$ cat config.mk
export PLATFORM = sky130hd
export DESIGN_NAME = coax_tx
export DESIGN_NICKNAME = d
export VERILOG_FILES = /design/src/rtl/coax_tx.sv
export SDC_FILE = /design/constraint.sdc
export NUM_CORES = 1
export LEC_CHECK = 0
export ABC_AREA = 0
export CORE_UTILIZATION = 45
export DETAILED_ROUTE_END_ITERATION = 10
export PLACE_DENSITY = 0.65
export SKIP_LAST_GASP = 1
export SYNTH_ARGS = -nofsm -noshare
export SYNTH_HDL_FRONTEND = slang
export SYNTH_SLANG_ARGS = --single-unit
$ cat constraint.sdc
create_clock -name clk -period 2.3 [get_ports clk]
set_input_delay 0.23 -clock clk [delete_from_list [all_inputs] [get_ports clk]]
set_output_delay 0.23 -clock clk [all_outputs]
set_load 0.02 [all_outputs]
$ cat src/rtl/coax_tx.sv
// Manchester-coded coax frame transmitter: quiesce, violation, then sync/data/parity per word, then an end sequence.
// Optional pre-emphasis output and drain tail are enabled by defining COAX_TX_PREEMPHASIS_EN.
module coax_tx #(
  parameter int CLOCKS_PER_BIT = 8
) (
  input  logic       clk,
  input  logic       reset,
  input  logic [9:0] data,
  input  logic       valid,
  output logic       ready,
  output logic       tx,
  output logic       tx_delay,
  output logic       active
);

  localparam int HALF = CLOCKS_PER_BIT / 2;
  localparam int CW   = $clog2(CLOCKS_PER_BIT);

  typedef enum logic [2:0] {
    S_IDLE, S_QUIESCE, S_VIOL, S_SYNC, S_DATA, S_PARITY, S_END
  } state_t;

  state_t        state_q, state_d;
  logic [CW-1:0] cnt_q, cnt_d;
  logic [3:0]    cell_q, cell_d;
  logic [9:0]    hold_q, hold_d;
  logic          full_q, full_d;
  logic [9:0]    shift_q, shift_d;
  logic          par_q, par_d;

  logic accept;
  logic load;
  logic cell_end;
  logic first_half;
  logic done;

  assign accept     = valid && !full_q;
  assign cell_end   = (cnt_q == CW'(CLOCKS_PER_BIT - 1));
  assign first_half = (cnt_q < CW'(HALF));
  assign load       = (state_q == S_SYNC) && (cnt_q == '0) && (cell_q == 4'd0);
  assign ready      = !full_q;
  assign active     = (state_q != S_IDLE);

  // Last clock of the current state.
  always_comb begin
    done = 1'b0;
    case (state_q)
      S_QUIESCE: done = cell_end && (cell_q == 4'd4);
      S_VIOL:    done = cell_end && (cell_q == 4'd2);
      S_SYNC:    done = cell_end;
      S_DATA:    done = cell_end && (cell_q == 4'd9);
      S_PARITY:  done = cell_end;
`ifdef COAX_TX_PREEMPHASIS_EN
      S_END:     done = (cell_q == 4'd3) && (cnt_q == CW'(HALF - 1));
`else
      S_END:     done = cell_end && (cell_q == 4'd2);
`endif
      default:   done = 1'b0;
    endcase
  end

  always_ff @(posedge clk or negedge reset) begin
    if (!reset) state_q <= S_IDLE;
    else        state_q <= state_d;
  end

  always_comb begin
    state_d = state_q;
    case (state_q)
      S_IDLE:    if (full_q) state_d = S_QUIESCE;
      S_QUIESCE: if (done) state_d = S_VIOL;
      S_VIOL:    if (done) state_d = S_SYNC;
      S_SYNC:    if (done) state_d = S_DATA;
      S_DATA:    if (done) state_d = S_PARITY;
      // A word landing on the final parity clock still chains into this frame.
      S_PARITY:  if (done) state_d = (full_q || accept) ? S_SYNC : S_END;
      S_END:     if (done) state_d = S_IDLE;
      default:   state_d = S_IDLE;
    endcase
  end

  always_comb begin
    cnt_d   = cnt_q;
    cell_d  = cell_q;
    hold_d  = hold_q;
    full_d  = full_q;
    shift_d = shift_q;
    par_d   = par_q;
    if (state_q == S_IDLE || done) begin
      cnt_d  = '0;
      cell_d = 4'd0;
    end else if (cell_end) begin
      cnt_d  = '0;
      cell_d = cell_q + 4'd1;
    end else begin
      cnt_d  = cnt_q + CW'(1);
    end
    if (accept) begin
      hold_d = data;
      full_d = 1'b1;
    end else if (load) begin
      full_d = 1'b0;
    end
    if (load) begin
      shift_d = hold_q;
      par_d   = ^hold_q;
    end else if (state_q == S_DATA && cell_end) begin
      shift_d = {shift_q[8:0], 1'b0};
    end
  end

  always_ff @(posedge clk or negedge reset) begin
    if (!reset) begin
      cnt_q   <= '0;
      cell_q  <= 4'd0;
      hold_q  <= 10'd0;
      full_q  <= 1'b0;
      shift_q <= 10'd0;
      par_q   <= 1'b0;
    end else begin
      cnt_q   <= cnt_d;
      cell_q  <= cell_d;
      hold_q  <= hold_d;
      full_q  <= full_d;
      shift_q <= shift_d;
      par_q   <= par_d;
    end
  end

  // Manchester cell: ~b in the first half, b in the second.
  always_comb begin
    tx = 1'b0;
    case (state_q)
      S_QUIESCE: tx = !first_half;
      S_VIOL:    tx = (cell_q == 4'd0) || ((cell_q == 4'd1) && first_half);
      S_SYNC:    tx = !first_half;
      S_DATA:    tx = first_half ? !shift_q[9] : shift_q[9];
      S_PARITY:  tx = first_half ? !par_q : par_q;
      S_END:     tx = ((cell_q == 4'd0) && first_half) || (cell_q == 4'd1);
      default:   tx = 1'b0;
    endcase
  end

`ifdef COAX_TX_PREEMPHASIS_EN
  logic [HALF-1:0] dly_q;

  always_ff @(posedge clk or negedge reset) begin
    if (!reset)                dly_q <= '0;
    else if (state_q == S_IDLE) dly_q <= '0;
    else                        dly_q <= {dly_q[HALF-2:0], tx};
  end

  assign tx_delay = dly_q[HALF-1];
`else
  assign tx_delay = 1'b0;
`endif

endmodule

==> results of run 1 <==
-- routing by layer --
metal,global-route usage (%),share of wire [%]
met3,5.71,5.0
met2,31.8,50
met5,0,0
met1,21.1,43
met4,10.8,1.9
-- placed cells by master (no fill, tap or decap), types with 6 or more instances in the layout --
cell	Yosys	layout
a21o_1	8	8
a21oi_1	8	8
a22o_1	8	8
buf_4	2	7
clkbuf_8	0	6
clkdlybuf4s50_1	0	14
dfrtp_1	32	32
ha_1	6	6
inv_1	8	8
mux2_2	10	10
nand2_1	11	11
nand2b_1	6	6
nor2_1	11	11
xnor2_1	10	10
-- sequential cells by signal, summed over array words and instances, names as in the netlist --
register  flops
cell_q        4
cnt_q         3
full_q        1
hold_q       10
par_q         1
shift_q      10
state_q       3
-- power breakdown --
group	internal, mW	leakage [nW]	total, mW	switching [mW]
combinational	0.615	0.493	1.18	0.569
sequential	0.807	0.411	1.08	0.268
clock	0.243	0.0445	0.451	0.208
-- critical path: cells and delay by family, from the launching register on --
family,cells,cell delay (ns)
AO/OA/AOI/OAI,2,0.20
buffers and inverters,2,0.52
adder cells (fa/ha/maj),1,0.20
flip-flops,1,0.44
AND/OR/NAND/NOR,2,0.21
-- synthesized netlist by cell type (3+ instances only) --
cell       n
dfrtp_1   32
nand2_1   11
nor2_1    11
mux2_2    10
xnor2_1   10
a21o_1     8
a21oi_1    8
a22o_1     8
inv_1      8
ha_1       6
nand2b_1   6
buf_2      4
nor3b_1    4
nor3_1     3
o211ai_1   3
xor2_1     3
-- path summary, 6_finish.rpt --
kind | endpoint | slack (ns) | cells after the start
hold / removal | state_q[1]$_DFFE_PN0P_ | 0.34 | 2
max in group asynchronous | shift_q[7]$_DFFE_PN0P_ | 1.68 | 2
min in group clk | cnt_q[0]$_DFF_PN0_ | 0.46 | 1
setup reg to reg | state_q[0]$_DFFE_PN0P_ | 0.23 | 5
setup / recovery | tx | 0.21 | 7
hold reg to reg | cnt_q[0]$_DFF_PN0_ | 0.46 | 1
-- final cells by class --
type / count / area (µm²)
Fill cell: 340 / 1650
Multi-Input combinational cell: 115 / 852
Sequential cell: 32 / 801
Timing Repair Buffer: 22 / 201
Clock buffer: 7 / 86.3
Tap cell: 48 / 60.1
Inverter: 8 / 30.0
Clock inverter: 1 / 7.51
-- kinds of logic (layout without fill, tap and decap cells) --
| kind of cell | count (synthesis) | count (layout) | share of synthesized area [%] |
|---|---|---|---|
| AND/OR/NAND/NOR | 44 | 44 | 14.2 |
| AO/OA/AOI/OAI | 40 | 40 | 16.7 |
| flip-flops | 32 | 32 | 46.1 |
| buffers and inverters | 17 | 38 | 4.83 |
| XOR/XNOR | 13 | 13 | 6.56 |
| multiplexers | 11 | 11 | 7.06 |
| adder cells (fa/ha/maj) | 6 | 6 | 4.32 |
| other | 1 | 1 | 0.216 |
-- metrics by stage --
step / total power, mW / utilization (%)
after global placement: 2.23 / 52.7
after detailed placement: 2.28 / 52.7
after global routing: 2.91 / 55.3
after floorplan: 1.96 / -
after CTS: 2.73 / 55.3
final: 2.71 / 55.3
==> key figures, run 1 <==
Outcome
  – Status: completed

Clock network
  – Clk_lat worst skew: 0.28 ns
  – CTS buffer count: 5
  – Clock sinks: 32
  – H-tree depth: 2
  – Post-cts resize count: 1
  – # Post-CTS Setup Buffers: 0
  – Clock Pin Slew Worst Setup and Hold Paths: 0.07 ns
  – CTS Hold Bufs: 0
  – Clock tree from TritonCTS: built
  – Root buf cell: clkbuf_8
  – Clock buffer depth: 2

Timing
  – Clk_skew: 0.00387 ns
  – Setup TNS after final layout: 0 ns
  – RSZ-0062 raised after global routing: no
  – Final Cycle Share: 90.9%
  – Slew headroom: 51.6%
  – Worst-margin pin slew: 0.715 ns
  – Final hold violation count: 0
  – Post-layout minimum cycle time: 2.09 ns
  – Worst setup margin: 0.208 ns
  – Fmax: 0.478 GHz
  – Pins Over Slew Limit: 0
  – Final setup fails: 0
  – Final Hold Slack: 0.337 ns

Critical path
  – Setup Crit Path Kind: flop to output pin
  – Critical path startpoint category: flop
  – CP peak stage delay: 0.44 ns
  – Critical path, cell by cell: inv_1 -> ha_1 -> nand2_1 -> nor2_1 -> a21oi_1 -> o211ai_1 -> dlygate4sd2_1
  – RR Startpoint: state_q[0]$_DFFE_PN0P_
  – Crit path DAT: 1.86 ns
  – Worst setup path start: cell_q[1]$_DFFE_PN0P_
  – Worst Path Required: 2.07 ns
  – CP Capture Type: output pin
  – Crit path max fanout: 5
  – CP max stage cell: dfrtp_1

Routing
  – DR pass1 iterations: 4
  – 1st-iter DRT viols: 49
  – Vias/cell: 5.55
  – DRC violations left: 0
  – Final wirelength: 3.40 mm
  – Wire length per cell: 14.6 µm
  – Vias: 1,294
  – Detail Route Antenna Nets: 0

Placed design
  – Placed insts: 225
  – DP HPWL: 2.40 mm
  – Buffers on Ports: 15
  – Pre-CTS WS: 0.256 ns
  – Area after DPL: 1950 µm²
  – GP Congestion: 0.843

Run
  – Maxcap violations: 0

Global route
  – Total gr overflow: 0
  – Antenna violations before repair: 0
  – Largest net degree at the start of global routing: 33
  – GR Util All Layers: 18.9%
  – First-pass GRT wire length: 5.81 mm
  – Vias in the first global route: 1,271

Yosys
  – Flops & latches, synth: 32
  – Synthesized net count: 183
  – Yosys Warn Count: 0
  – Post-synthesis instance area: 1740 µm²
  – Sequential cell area fraction in the yosys report: 46.1%
  – Biggest area consumer among synthesized cells: dfrtp_1
  – Ys flop type: dfrtp_1
  – Gate Count Post-Synth: 164
  – Synth top area cells: dfrtp_1, mux2_2, xnor2_1, ha_1, a22o_1
  – Post-synth EDFFs: 0
  – Mean post-synth cell area: 10.6 µm²
  – Post-synth top area share: 46.1%
  – Asr flop ratio synth: 100%
  – Post-synth cell types: 38

Min path
  – Hold Path Class: input port to asynchronous set/reset pin

Die
  – DIE HEIGHT: 64.1 µm
  – Rows: 22
  – Ports: 17
  – Initial Util: 47.1%
  – Core Box Area: 3690 µm²
  – Die X: 64.1 µm
  – Die Area: 4110 µm²

Layout
  – Layout cell share with drive strength beyond 1: 14.6%
  – Final instance area: 2040 µm²
  – Final Non-Filler Cells: 233
  – Nets@finish: 203
  – Ant. Diodes: 0
  – Area Overhead vs Synth: 17.4%

Pwr
  – Pleak: 0.948 nW
  – Peak VDD IR: 0.759 mV
  – Pwr dens: 1330 nW/µm²
(Power assumes the default switching activity.)
==> run 2: changes to the inputs <==
--- a/config.mk
+++ b/config.mk
@@ -9,6 +9,7 @@
 export CORE_UTILIZATION = 45
 export DETAILED_ROUTE_END_ITERATION = 10
 export PLACE_DENSITY = 0.65
+export SETUP_SLACK_MARGIN = 0.5
 export SKIP_LAST_GASP = 1
 export SYNTH_ARGS = -nofsm -noshare
 export SYNTH_HDL_FRONTEND = slang
==> run 2 against run 1 <==
Against the previous run:
- design area up 11%
- clock power down 2%
- final cell count up 7.7%
- sequential power down 6%
==> key figures, run 2 (synthesis results as in run 1) <==
Layout
  – Most frequent cells in the layout: dfrtp_1, buf_4, clkdlybuf4s50_1
  – Ant. Diodes: 0 (unchanged)
  – Commonest non-fill, non-tap cell in the layout: dfrtp_1
  – # fillers: 316 (-7.1%)
  – Largest registers: hold_q (10), shift_q (10), cell_q (4)
  – Multi-input logic area: 948 µm² (+11%)
  – Layout cell share with drive strength beyond 1: 30.5% (+16 points)
  – Area Overhead vs Synth: 30.8%
  – Nets@finish: 221 (+8.9%)
  – Register area: 806 µm² (+0.63%)
  – Final instance area: 2270 µm² (+11%)

Global route
  – Total gr overflow: 0 (unchanged)
  – GR Util All Layers: 19.1% (+0.24 points)
  – Antenna violations before repair: 0 (unchanged)
  – First-pass GRT wire length: 5.94 mm (+2.3%)
  – Vias in the first global route: 1,305 (+2.7%)
  – Largest net degree at the start of global routing: 33 (unchanged)

Timing
  – Clk_skew: 0.00642 ns (+0.00256 ns)
  – Final Hold Slack: 0.347 ns (+0.00928 ns)
  – Worst setup margin: 0.432 ns (+0.224 ns)
  – Pins Over Slew Limit: 0 (unchanged)
  – Setup TNS after final layout: 0 ns (unchanged)
  – Final Cycle Share: 81.2% (-9.7 points)
  – RSZ-0062 raised after global routing: yes
  – Fmax: 0.535 GHz (+12%)
  – Post-layout minimum cycle time: 1.87 ns (-0.224 ns)
  – Final setup fails: 0 (unchanged)
  – Final hold violation count: 0 (unchanged)

Placed design
  – Area after DPL: 1940 µm² (about the same)
  – Buffers on Ports: 15 (unchanged)
  – Pre-CTS WS: 0.171 ns (-0.0851 ns)
  – GP Congestion: 0.899 (+6.6%)
  – DP HPWL: 2.29 mm (-4.4%)

Routing
  – Vias/cell: 5.50 (-0.93%)
  – Vias: 1,381 (+6.7%)
  – DRC violations left: 0 (unchanged)
  – Detail Route Antenna Nets: 0 (unchanged)
  – Final wirelength: 3.82 mm (+12%)
  – 1st-iter DRT viols: 142 (+190%)
  – Wire length per cell: 15.2 µm (+4.3%)
  – DR pass1 iterations: 4 (unchanged)

Critical path
  – Most Frequent Cell on Critical Path: buf_4
  – Worst Path Required: 2.51 ns (+0.44 ns)
  – Reg2reg end: state_q[1]$_DFFE_PN0P_
  – Reg2Reg Setup Slack: 0.43 ns (+0.20 ns)
  – Setup Crit Path Kind: flop to flop
  – RR Startpoint: cell_q[0]$_DFFE_PN0P_
  – R2R cell count: 8 (+3)
  – CP Capture Type: flop
  – Critical path, cell by cell: buf_4 -> buf_4 -> nand2b_1 -> a211oi_1 -> a221oi_2 -> buf_4 -> or4_1 -> o211ai_1
  – Crit path DAT: 2.07 ns (+0.21 ns)
  – CP peak stage delay: 0.47 ns (+0.03 ns)
  – Crit path max fanout: 6 (+1)
  – Critical path startpoint category: flop
  – CP max stage cell: or4_1

Clock network
  – Clock buffer depth: 2 (unchanged)
  – Clock Pin Slew Worst Setup and Hold Paths: 0.07 ns (about the same)
  – Clk_lat worst skew: 0.28 ns (about the same)
  – H-tree depth: 2 (unchanged)
  – CTS buffer count: 5 (unchanged)
  – Root buf cell: clkbuf_8
  – Clock tree from TritonCTS: built
  – CTS Hold Bufs: 0 (unchanged)
  – Clock sinks: 32 (unchanged)

Die
  – Die X: 64.1 µm (unchanged)
  – Initial Util: 47.1% (unchanged)
  – Ports: 17 (unchanged)
  – Die Area: 4110 µm² (unchanged)
  – DIE HEIGHT: 64.1 µm (unchanged)
  – Rows: 22 (unchanged)
  – Core Box Area: 3690 µm² (unchanged)

Pwr
  – Peak VDD IR: 0.590 mV (-22%)
  – Pwr dens: 1350 nW/µm² (+1.2%)
  – Pwr Total: 3.06 mW (+13%)
  – Pleak: 1.04 nW (+9.9%)

Min path
  – Hold Path Class: input port to asynchronous set/reset pin

Run
  – Maxcap violations: 0 (unchanged)

Outcome
  – Status: completed
-- run 2: changes by cell type in the layout (fill, tap and decap cells not counted), sizes merged --
cell,change
buf,+20
clkbuf,+1
clkdlybuf4s50,-1
clkinvlp,-1
dlygate4sd2,-1
-- run 2: power by group --
group	internal [mW]	total, mW	switching (mW)
Combinational	0.815	1.60	0.781
Sequential	0.814	1.02	0.204
Clock	0.244	0.443	0.199
Total	1.87	3.06	1.18
-- run 2: how the worst max path moves through the flow --
stage               cells after the start                   from                endpoint
finish                                  8  cell_q[0]$_DFFE_PN0P_  state_q[1]$_DFFE_PN0P_
global placement                        7  cell_q[1]$_DFFE_PN0P_                      tx
detailed placement                      7  cell_q[1]$_DFFE_PN0P_                      tx
CTS                                     7  cell_q[0]$_DFFE_PN0P_                      tx
global route                            8  cell_q[0]$_DFFE_PN0P_  state_q[1]$_DFFE_PN0P_
floorplan                               7     cnt_q[0]$_DFF_PN0_  state_q[0]$_DFFE_PN0P_
-- run 2: area by class of cell --
class                   instances  area share (%)
flip-flops and latches         32            35.5
multi-input cells             115            41.7
inverters                       8            1.32
clock buffers                   8            3.96
well taps                      48            2.64
repair buffers                 40            14.9
-- run 2: per-layer routing --
metal / vias to the layer above / global-route usage [%] / share of wire, %
li1: 657 / - / -
met4: 0 / 7.78 / 1.3
met3: 5 / 5.18 / 4.4
met1: 684 / 22.5 / 41
met2: 35 / 32.8 / 53
met5: - / 0 / 0
-- run 2: repair_timing --
item,CTS,global route
cloned,0,1
gates resized for setup,29,5
buffers inserted,11,7
endpoints found under the setup margin,18,17
pin swaps,4,8
-- run 2: critical path: cells and delay by family (launching register included) --
kind	cells	cell delay, ns
compound gates	3	0.46
buf+inv	3	0.44
flops	1	0.36
simple gates	2	0.54
-- run 2: per-stage QoR --
| stage | cells | utilization (%) |
|---|---|---|
| detailed placement | 224 | 52.7 |
| CTS | 243 | 59.4 |
| floorplan | 164 | - |
| finish | 251 | 61.6 |
| global placement | 224 | 52.7 |
| global route | 251 | 61.6 |
==> run 3: changes to the inputs <==
==> constraint.sdc (replaced) <==
create_clock -name clk -period 1.9 [get_ports clk]
set_input_delay 0.19 -clock clk [delete_from_list [all_inputs] [get_ports clk]]
set_output_delay 0.19 -clock clk [all_outputs]
set_load 0.02 [all_outputs]
==> run 3 against run 2 <==
Against the previous run:
- critical path depth down 1
- first-iteration DRC count is 67% lower
- wire length grew 7.7%
- global-route usage grew 2.7 points
- maximum frequency increased by 3.6%
- sequential cell count stayed put
- clock skew rose by 0.0031 ns
- clock power grew 20%
- register-to-register slack worse by 0.34 ns
- highest routed layer unchanged
==> key figures, run 3 (synthesis results as in run 1) <==
Timing
  – Final Hold Slack: 0.300 ns (-0.0464 ns)
  – Pins Over Slew Limit: 0 (unchanged)
  – Final Cycle Share: 94.9% (+14 points)
  – Fmax: 0.555 GHz (+3.6%)
  – RSZ-0062 raised after global routing: yes
  – Post-layout minimum cycle time: 1.80 ns (-0.0646 ns)
  – Final hold violation count: 0 (unchanged)
  – Final setup fails: 0 (unchanged)
  – Worst setup margin: 0.0968 ns (-0.335 ns)
  – Clk_skew: 0.00951 ns (+0.00308 ns)
  – Setup TNS after final layout: 0 ns (unchanged)

Layout
  – Area Overhead vs Synth: 48.5%
  – Largest registers: hold_q (10), shift_q (10), cell_q (4)
  – Register area: 806 µm² (unchanged)
  – Ant. Diodes: 0 (unchanged)
  – Multi-input logic area: 1100 µm² (+16%)
  – Nets@finish: 235 (+6.3%)
  – Layout cell share with drive strength beyond 1: 45.2% (+15 points)
  – # fillers: 276 (-13%)
  – Final Non-Filler Cells: 265 (+5.6%)
  – Final instance area: 2580 µm² (+13%)
  – Commonest non-fill, non-tap cell in the layout: dfrtp_1
  – Most frequent cells in the layout: dfrtp_1, buf_4, buf_6

Clock network
  – Clock Pin Slew Worst Setup and Hold Paths: 0.07 ns (about the same)
  – Root buf cell: clkbuf_8
  – Clock buffer depth: 2 (unchanged)
  – CTS Hold Bufs: 0 (unchanged)
  – Clock sinks: 32 (unchanged)
  – H-tree depth: 2 (unchanged)
  – Clock tree from TritonCTS: built
  – Clk_lat worst skew: 0.28 ns (about the same)
  – CTS buffer count: 5 (unchanged)

Global route
  – GR Util All Layers: 21.8% (+2.7 points)
  – Met2 Usage GRT: 39.1% (+6.3 points)
  – Total gr overflow: 0 (unchanged)
  – GR peak layer: met2
  – Met1 Use GR: 24.1% (+1.6 points)
  – Vias in the first global route: 1,522 (+17%)
  – Largest net degree at the start of global routing: 33 (unchanged)
  – First-pass GRT wire length: 6.65 mm (+12%)
  – Antenna violations before repair: 0 (unchanged)
  – Met3 usage: 5.89% (+0.71 points)

Die
  – Die Area: 4110 µm² (unchanged)
  – Initial Util: 47.1% (unchanged)
  – DIE HEIGHT: 64.1 µm (unchanged)
  – Ports: 17 (unchanged)
  – Core Box Area: 3690 µm² (unchanged)
  – Rows: 22 (unchanged)
  – Die X: 64.1 µm (unchanged)

Run
  – Maxcap violations: 0 (unchanged)

Pwr
  – Pleak: 1.17 nW (+12%)
  – Pwr dens: 1640 nW/µm² (+22%)
  – Peak VDD IR: 0.779 mV (+32%)

Routing
  – Final wirelength: 4.11 mm (+7.7%)
  – Vias: 1,445 (+4.6%)
  – DR pass1 iterations: 4 (unchanged)
  – Wire length per cell: 15.5 µm (+2.0%)
  – Vias/cell: 5.45 (-0.89%)
  – Detail Route Antenna Nets: 0 (unchanged)
  – 1st-iter DRT viols: 47 (-67%)
  – DRC violations left: 0 (unchanged)

Placed design
  – DP HPWL: 2.67 mm (+17%)
  – Placed insts: 236 (+5.4%)
  – Pre-CTS WS: 0.0591 ns (-0.112 ns)
  – GP Congestion: 0.835 (-7.0%)
  – Area after DPL: 2110 µm² (+8.6%)
  – Buffers on Ports: 15 (unchanged)

Critical path
  – Setup Crit Path Kind: flop to flop
  – Critical path startpoint category: flop
  – Worst Path Required: 2.10 ns (-0.41 ns)
  – CP Capture Type: flop
  – Crit path DAT: 2.00 ns (-0.07 ns)
  – Crit path max fanout: 6 (unchanged)

Outcome
  – Status: completed

Min path
  – Hold Path Class: input port to asynchronous set/reset pin
run 3: report_power, final:
group          internal, mW  total (mW)  switching [mW]  leakage, nW
clock network         0.288       0.530           0.242       0.0510
registers             0.984        1.24           0.256        0.406
logic                  1.28        2.45            1.18        0.709
total                  2.55        4.22            1.67         1.17
run 3: metal layers:
layer	vias up	share of wire, %
met2	26	55
met1	726	41
met3	10	2.2
li1	683	-
met4	0	1.9
met5	-	0
run 3: cell type report:
class / instances / area share, %
tap: 48 / 2.33
sequential: 32 / 31.2
clock inverter: 2 / 0.388
multi-input combinational: 115 / 42.7
inverter: 8 / 1.16
clock buffer: 6 / 3.20
timing repair buffer: 54 / 19.0
run 3: repair_timing:
action	in CTS	in global routing
pin swaps	16	10
gates cloned	1	1
endpoints found under the setup margin	25	22
buffers inserted	13	6
gates resized for setup	35	24
run 3: path summary, 6_finish.rpt:
kind,depth (start not counted),startpoint,slack [ns],end
min,2,reset,0.30,state_q[0]$_DFFE_PN0P_
min reg2reg,1,shift_q[1]$_DFFE_PN0P_,0.48,shift_q[1]$_DFFE_PN0P_
max,7,cell_q[1]$_DFFE_PN0P_,0.1,state_q[1]$_DFFE_PN0P_
max in group asynchronous,2,reset,1.27,cell_q[0]$_DFFE_PN0P_
max reg2reg,7,cell_q[1]$_DFFE_PN0P_,0.1,state_q[1]$_DFFE_PN0P_
min in group clk,1,shift_q[1]$_DFFE_PN0P_,0.48,shift_q[1]$_DFFE_PN0P_
run 3: metrics by stage:
stage | utilization [%] | power [mW]
3_5_place_dp | 57.3 | 3.09
5_1_grt | 69.9 | 4.51
4_1_cts | 65.0 | 3.88
3_3_place_gp | 57.3 | 3.01
2_1_floorplan | - | 2.55
6_report | 69.9 | 4.22
run 3: worst max-delay path, stage by stage, from the launching register on:
cell      delay (ns)
dfrtp_1         0.41
buf_6           0.14
nand2b_4        0.14
a211oi_4        0.27
a221oi_4        0.05
buf_6           0.15
or4_1           0.46
o211ai_1        0.10
==> edit: new RTL, config.mk and constraints of run 2 <==
The 7 states of `state_t` get a one-hot encoding in 7 bits.
--- a/src/rtl/coax_tx.sv
+++ b/src/rtl/coax_tx.sv
@@ -16,8 +16,8 @@
   localparam int HALF = CLOCKS_PER_BIT / 2;
   localparam int CW   = $clog2(CLOCKS_PER_BIT);
 
-  typedef enum logic [2:0] {
-    S_IDLE, S_QUIESCE, S_VIOL, S_SYNC, S_DATA, S_PARITY, S_END
+  typedef enum logic [6:0] {
+    S_IDLE = 7'b0000001, S_QUIESCE = 7'b0000010, S_VIOL = 7'b0000100, S_SYNC = 7'b0001000, S_DATA = 7'b0010000, S_PARITY = 7'b0100000, S_END = 7'b1000000
   } state_t;
 
   state_t        state_q, state_d;
Function: same outputs for any inputs over 10 cycles, from zero or initial values and one cycle with reset low; not proved beyond that.
==> edit against run 2 <==
  * The flow now finishes with violations (negative setup slack)
  * Critical path type unchanged
  * Clock skew decreased by 0.00067 ns
  * Sequential cell count increased by 4
  * Cell area increased by 21%
  * Routed wire length increased by 32%
  * Area after synthesis increased by 13%
  * Setup slack got worse by 0.62 ns
Power is not compared: it rests on default switching activity, and its combinational part moved more than twofold at a synthesized area within 25%.
==> edit: results (changes against run 2) <==
| Metric | Value |
|---|---|
| Result of the run | complete, but fails checks |
| Failing checks | negative setup slack |
| Setup tns final | -0.986 ns (-0.986 ns) |
| Number of inserted filler cells in the final layout | 327 (+3.5%) |
| Number of nets in the finished design | 274 (+24%) |
| Iteration-0 DRC count of the detailed router | 104 (-27%) |
| Ranking of synthesized cells by area | sky130_fd_sc_hd__dfrtp_1 44%, sky130_fd_sc_hd__mux2_2 5.7%, sky130_fd_sc_hd__xnor2_1 4.9% |
| Register area share after synthesis | 0.458 (-0.00332) |
| Number of different library cells in the post-synthesis netlist | 46 (+21%) |
| Routability-driven placement congestion ratio | 0.877 (-2.4%) |
| Final hold slack | 0.365 ns (+0.0186 ns) |
| Total vias in the final route | 1698 (+23%) |
| Final setup violating endpoints | 11 (+11) |
| Worst setup endpoint | cell_q[0] |
| Largest net degree at the start of global routing | 37 (+12%) |
| Final cell count without fillers | 306 (+22%) |
| Critical Path Max Stage Delay | 0.56 ns (+0.09 ns) |
| Mapped Nets | 217 (+19%) |
| Proportion of synthesized area in mux cells | 0.0673 (-0.00330) |
| Ratio of cells with drive above 1 in the final layout | 0.371 (+0.0657) |
| Number of instances in the placed design | 287 (+28%) |
| Final worst-path setup slack | -0.192 ns (-0.624 ns) |
| Worst Setup Slack post-DPL | -0.344 ns (-0.514 ns) |
| Post-synthesis compound-gate area fraction | 0.146 (-0.0211) |
| Total wire length after detailed routing | 5030 microns (+32%) |
| Registers with the most flip-flops | hold_q (10), shift_q (10), state_q (7) |
==> edit: changes by cell type in the layout (fill, tap and decap cells not counted), moves of 7 or more <==
| cell | delta |
|---|---|
| sky130_fd_sc_hd__a22oi_1 | +7 |
| sky130_fd_sc_hd__dfrtp_1 | +7 |
| sky130_fd_sc_hd__inv_1 | +10 |
| sky130_fd_sc_hd__buf_4 | +16 |
| sky130_fd_sc_hd__a21o_1 | -7 |
| sky130_fd_sc_hd__o21ai_1 | +8 |
| sky130_fd_sc_hd__a22o_1 | -7 |
==> edit: logic make-up after synthesis <==
| logic type | Yosys count |
|---|---|
| xor gates and xnor gates | 14 |
| muxes | 12 |
| other | 1 |
| AOI/OAI and AO/OA | 44 |
| buffers and inverters | 26 |
| DFF | 36 |
| and+or+nand+nor | 59 |
| adders and majority gates | 6 |
==> edit: layer usage <==
layer	wire, microns	track usage
met1	2040	0.273
met4	122	0.151
met2	2710	0.439
met5	0	0
met3	150	0.0533
==> edit: power breakdown <==
group	switching (mW)	leakage, nW	internal [mW]
Sequential	0.0406	0.448	0.672
Combinational	0.0647	0.708	0.102
Clock	0.220	0.0515	0.273
Total	0.325	1.21	1.05
==> edit: what timing repair did <==
item,in CTS,in global routing
buffers inserted,6,5
hold buffers,0,0
setup endpoints to repair,27,27
resized for setup,35,7
pin swaps,10,9
==> edit: layout make-up <==
class,instances,area (sq um),area share
multi-input combinational,136,1110,0.406
timing repair buffer,59,498,0.182
inverter,17,63.8,0.0233
sequential,36,902,0.329
tap,50,62.6,0.0228
clock buffer,8,100,0.0365
